==> src/rtl/airi5c_gpio_incond.sv <==
// airi5c_gpio_incond: synchronized, debounced GPIO inputs with edge-detect interrupts behind an AHB-lite slave
// Ports:
//   clk, nreset         system clock, asynchronous active-low reset
//   pin_i               raw asynchronous pad inputs
//   gpio_o              synchronized, debounced pin values (feeds gpio_i of airi5c_gpio)
//   irq_o               level interrupt, high while any enabled pending bit is set
//   haddr..hwdata       AHB-lite slave request (hsize, hburst, hmastlock, hprot ignored)
//   hrdata, hready, hresp  AHB-lite slave response (always ready, always OKAY)
// Registers: +0x00 VALUE (RO), +0x04 IRQ_EN, +0x08 EDGE_SEL (1 = rising), +0x0C PENDING (W1C), +0x10 DEB_LIMIT
module airi5c_gpio_incond #(
    parameter logic [31:0] BASE_ADDR = 32'hC0000040,
    parameter int          WIDTH     = 8,
    parameter int          DEB_W     = 16
) (
    input  logic             clk,
    input  logic             nreset,
    input  logic [WIDTH-1:0] pin_i,
    output logic [WIDTH-1:0] gpio_o,
    output logic             irq_o,
    input  logic [31:0]      haddr,
    input  logic             hwrite,
    input  logic [2:0]       hsize,
    input  logic [2:0]       hburst,
    input  logic             hmastlock,
    input  logic [3:0]       hprot,
    input  logic [1:0]       htrans,
    input  logic [31:0]      hwdata,
    output logic [31:0]      hrdata,
    output logic             hready,
    output logic             hresp
);
    localparam logic [31:0] A_VALUE   = BASE_ADDR;
    localparam logic [31:0] A_IRQ_EN  = BASE_ADDR + 32'h04;
    localparam logic [31:0] A_EDGE    = BASE_ADDR + 32'h08;
    localparam logic [31:0] A_PENDING = BASE_ADDR + 32'h0C;
    localparam logic [31:0] A_DEB     = BASE_ADDR + 32'h10;

    logic [WIDTH-1:0] meta, sync, stable, irq_en, edge_sel, pending, load, ev, clr;
    logic [DEB_W-1:0] cnt [WIDTH];
    logic [DEB_W-1:0] deb_limit;
    logic [31:0]      addr_q, rdata;
    logic             write_q, active, unused;

    assign active = htrans != 2'b00;
    assign gpio_o = stable;
    assign irq_o  = |(pending & irq_en);
    assign hready = 1'b1;
    assign hresp  = 1'b0;
    assign unused = &{1'b0, hsize, hburst, hmastlock, hprot, hwdata};

    always_comb begin
        load = '0;
        for (int i = 0; i < WIDTH; i++)
            load[i] = (sync[i] != stable[i]) && (cnt[i] >= deb_limit);
        // sync is the value stable is about to take, so it names the edge direction
        ev = load & ~(sync ^ edge_sel);
        clr = (write_q && addr_q == A_PENDING) ? hwdata[WIDTH-1:0] : '0;
        rdata = haddr == A_VALUE   ? 32'(stable)   :
                haddr == A_IRQ_EN  ? 32'(irq_en)   :
                haddr == A_EDGE    ? 32'(edge_sel) :
                haddr == A_PENDING ? 32'(pending)  :
                haddr == A_DEB     ? 32'(deb_limit) : '0;
    end

    always_ff @(posedge clk or negedge nreset) begin
        if (!nreset) begin
            meta      <= '0;
            sync      <= '0;
            stable    <= '0;
            for (int i = 0; i < WIDTH; i++) cnt[i] <= '0;
            irq_en    <= '0;
            edge_sel  <= '1;
            pending   <= '0;
            deb_limit <= '0;
            hrdata    <= '0;
            addr_q    <= '0;
            write_q   <= 1'b0;
        end else begin
            meta   <= pin_i;
            sync   <= meta;
            for (int i = 0; i < WIDTH; i++)
                cnt[i] <= (sync[i] == stable[i] || load[i]) ? '0 : cnt[i] + DEB_W'(1);
            stable <= stable ^ load;
            // a new event outranks a simultaneous write-1-to-clear
            pending <= (pending & ~clr) | ev;
            write_q <= active && hwrite;
            if (active) addr_q <= haddr;
            if (active && !hwrite) hrdata <= rdata;
            if (write_q && addr_q == A_IRQ_EN) irq_en <= hwdata[WIDTH-1:0];
            if (write_q && addr_q == A_EDGE) edge_sel <= hwdata[WIDTH-1:0];
            if (write_q && addr_q == A_DEB) deb_limit <= hwdata[DEB_W-1:0];
        end
    end
endmodule

==> config.mk <==
export PLATFORM = sky130hd
export DESIGN_NAME = airi5c_gpio_incond
export DESIGN_NICKNAME = d
export VERILOG_FILES = /design/src/rtl/airi5c_gpio_incond.sv
export SDC_FILE = /design/constraint.sdc
export NUM_CORES = 1
export LEC_CHECK = 0
export ABC_CLOCK_PERIOD_IN_PS = 6200
export BUFFER_PORTS_ARGS = -buffer_cell sky130_fd_sc_hd__buf_2
export CAP_MARGIN = 20
export CORE_ASPECT_RATIO = 1.1
export CORE_MARGIN = 2
export CORE_UTILIZATION = 40
export CTS_CLUSTER_SIZE = 20
export DETAILED_ROUTE_END_ITERATION = 8
export HOLD_SLACK_MARGIN = 0.15
export PLACE_DENSITY_LB_ADDON = 0.08
export SETUP_SLACK_MARGIN = 0.2
export SLEW_MARGIN = 25
export SYNTH_ARGS = -nofsm -noshare
export SYNTH_HDL_FRONTEND = slang
export SYNTH_SLANG_ARGS = --single-unit
==> constraint.sdc <==
create_clock -name clk -period 6.2 [get_ports clk]
set_input_delay 1.86 -clock clk [delete_from_list [all_inputs] [get_ports clk]]
set_output_delay 1.86 -clock clk [all_outputs]
set_load 0.05 [all_outputs]
==> impl_metrics.csv <==
group,metric,value,unit
layout,syn_to_final_growth,14.4,%
layout,nFillCells,3223,
synthesis,ys.warnings.count,0,
timing,rsz0062_at_grt,"no",
timing,worstMarginPinSlew,957,ps
layout,final_common_cell,"dfrtp_1",
global_routing,use_met1,0.279,
cts,clock_sinks,241,
cts,cts_htree_levels,1,
synthesis,netlist_area,13500,um2
route,drtIter0Drc,511,
placed_design,portBuffers,85,
timing,final_hold_viol_count,0,
synthesis,synthesis.instances,1290,
global_routing,grt_pass1_vias,10300,
timing,period_share,0.592,
route,drtPass1Iterations,5,
global_routing,use_met2,0.324,
setup_path,cpMaxStageDelayCell,"or4_1",
route,wl,34500,um
placed_design,hpwlAfterDp,23600,um
cts,cts_tree,"done",
placed_design,gp_congestion,0.794,
power_and_ir_drop,ir_worst_vdd,0.190,mV
layout,layout_common_cells,"dfrtp_1 (233), ha_1 (136), nor3_1 (115)",
power_and_ir_drop,seq_power_share,0.443,
floorplanning,start_util,0.406,
cts,root_buffer,"clkbuf_16",
layout,area.sequential,6040,um2
layout,drive_above_1_share,0.167,
global_routing,busiest_layer,"met2",
timing,fin_ws,2530,ps
layout,fin_nets,1603,
synthesis,seq_area_frac_synth,0.447,
status,status,"finished clean",
cts,cts_setup_buffers,0,
timing,fmax,273,MHz
synthesis,ys.flop_type,"dfrtp_1",
route,wl_per_cell,18.8,um
timing,skew,14.4,ps
power_and_ir_drop,swShare,0.229,
global_routing,grt_overflow,0,
global_routing,gr-usage-met3,0.0353,
route,via_per_inst,5.51,
floorplanning,io_pins,131,
setup_path,start_kind,"input port",
power_and_ir_drop,internal_power,2.87,mW
cts,cts_made_buffers,29,
setup_path,crit_type,"input port to register",
synthesis,synth_cell_type_count,56,
setup_path,worstPathMaxFanout,34,
cts,cts_buffer_depth,3,
setup_path,path_cells,"buf_2, nor2_2, buf_4, or2_1, or4_1, nor2_8, a22o_1",
cts,cts.clk_slew.worst_paths,60,ps
min_path,hold_class,"register to register",
route,antenna_left,0,
setup_path,worst-path-buf-inv,2,
global_routing,antenna_found_initial,3,
setup_path,path_delay_family,"simple AND/OR/NAND/NOR gates",
global_routing,grt_pass1_wl,56200,um
cts,cts_resized,0,
synthesis,async_flop_share,1.00,
power_and_ir_drop,comb_power_share,0.048,
floorplanning,die_h,197,um
global_routing,grt_max_degree,80,
power_and_ir_drop,power_density,240,nW/um2
timing,slew_viol_final,0,
floorplanning,die_w,179,um
setup_path,arrival,4160,ps
power_and_ir_drop,p_leak,7.44,nW
route,drc,0,
power_and_ir_drop,p_switching,0.850,mW
setup_path,crit_path_end_kind,"register",
layout,multi_input_area,7140,um2
floorplanning,core_area,33300,um2
global_routing,track_usage,0.203,
power_and_ir_drop,power_frac_clock,0.510,
floorplanning,die_area,35300,um2
timing,fin_setup_tns,0,ps
placed_design,dp_slack,1930,ps
timing,min_period,3670,ps
route,vias,10100,
timing,relSlewSlack,0.362,
synthesis,synth_edf_count,0,
cts,hold_buffers,0,
synthesis,synth-seq-cells,241,
synthesis,syn_area_per_cell,10.5,um2
cts,insertion_delay,560,ps
timing,finalSetupViolCount,0,
setup_path,slowest_delay,910,ps
run,maxCapViolCount,0,
setup_path,worstPathRequired,6690,ps
floorplanning,fp-row-count,70,
==> sequential cells by signal, summed over array words and instances (netlist names), 16 cells and up, named ones only <==
register,flops
addr_q,32
cnt,128
deb_limit,16
hrdata,16
==> power by group through the flow <==
stage	logic (mW)	clock network, mW	registers [mW]
floorplan	0.109	0	1.66
global placement	0.179	0	1.67
detailed placement	0.181	0	1.67
CTS	0.182	1.94	1.64
global route	0.202	2.02	1.65
finish	0.177	1.89	1.64
==> cells in the mapped netlist, drive strengths merged, types with 21 or more instances <==
master  number  area (um2)
o21ai       45         225
buf         31         199
mux2        57         642
clkbuf      29         109
inv         31         116
nand2      100         375
dfrtp      233        5830
and4        21         184
nand4       46         288
nand3       69         345
nor3       116         581
xor2        86         753
ha         136        1700
nor2        39         165
xnor2       34         298
a21oi       46         245
==> layer usage <==
metal | vias up | wire (um)
met5 | - | 24
met4 | 4 | 1150
met3 | 72 | 1840
met2 | 200 | 15700
met1 | 4923 | 15700
li1 | 4904 | -
==> worst paths after layout <==
check,end,slack (ps),cells past startpoint,from
setup / recovery,hrdata[11]$_DFFE_PN0P_,2530,7,htrans[1]
hold / removal,sync[6]$_DFF_PN0_,350,0,meta[6]$_DFF_PN0_
setup reg to reg,cnt[29]$_DFF_PN0_,3050,9,deb_limit[11]$_DFFE_PN0P_
hold reg to reg,sync[6]$_DFF_PN0_,350,0,meta[6]$_DFF_PN0_
max in group asynchronous,cnt[69]$_DFF_PN0_,3860,2,nreset
min in group asynchronous,cnt[107]$_DFF_PN0_,1280,1,nreset
==> through the flow <==
step	utilization	std cells	area (um2)	hold slack, ps	total power, mW
after floorplan	-	1306	13600	331	1.77
after global placement	0.432	1778	14400	332	1.85
final	0.465	1835	15500	346	3.72
after global routing	0.465	1834	15500	364	3.87
after detailed placement	0.433	1780	14400	335	1.85
after CTS	0.465	1834	15500	349	3.77
==> cell type report <==
class,instances,share of cell area
Clock buffer,34,0.0507
Inverter,31,0.00752
Multi-Input combinational cell,974,0.461
Sequential cell,241,0.390
Timing Repair Buffer,102,0.0362
Clock inverter,20,0.0188
Antenna cell,1,0.000162
Tap cell,432,0.0349
==> logic make-up (layout without fill, tap and decap cells) <==
kind of cell / Yosys count / after routing / synth area share
other: 2 / 19 / 0.000555
and+or+nand+nor: 468 / 468 / 0.184
AOI/OAI and AO/OA: 175 / 175 / 0.0860
adders and majority gates: 136 / 136 / 0.126
xor gates and xnor gates: 120 / 120 / 0.0777
DFF: 241 / 241 / 0.447
muxes: 57 / 57 / 0.0475
buffers and inverters: 91 / 187 / 0.0314
No activity file was read; power rests on OpenSTA's default activity.
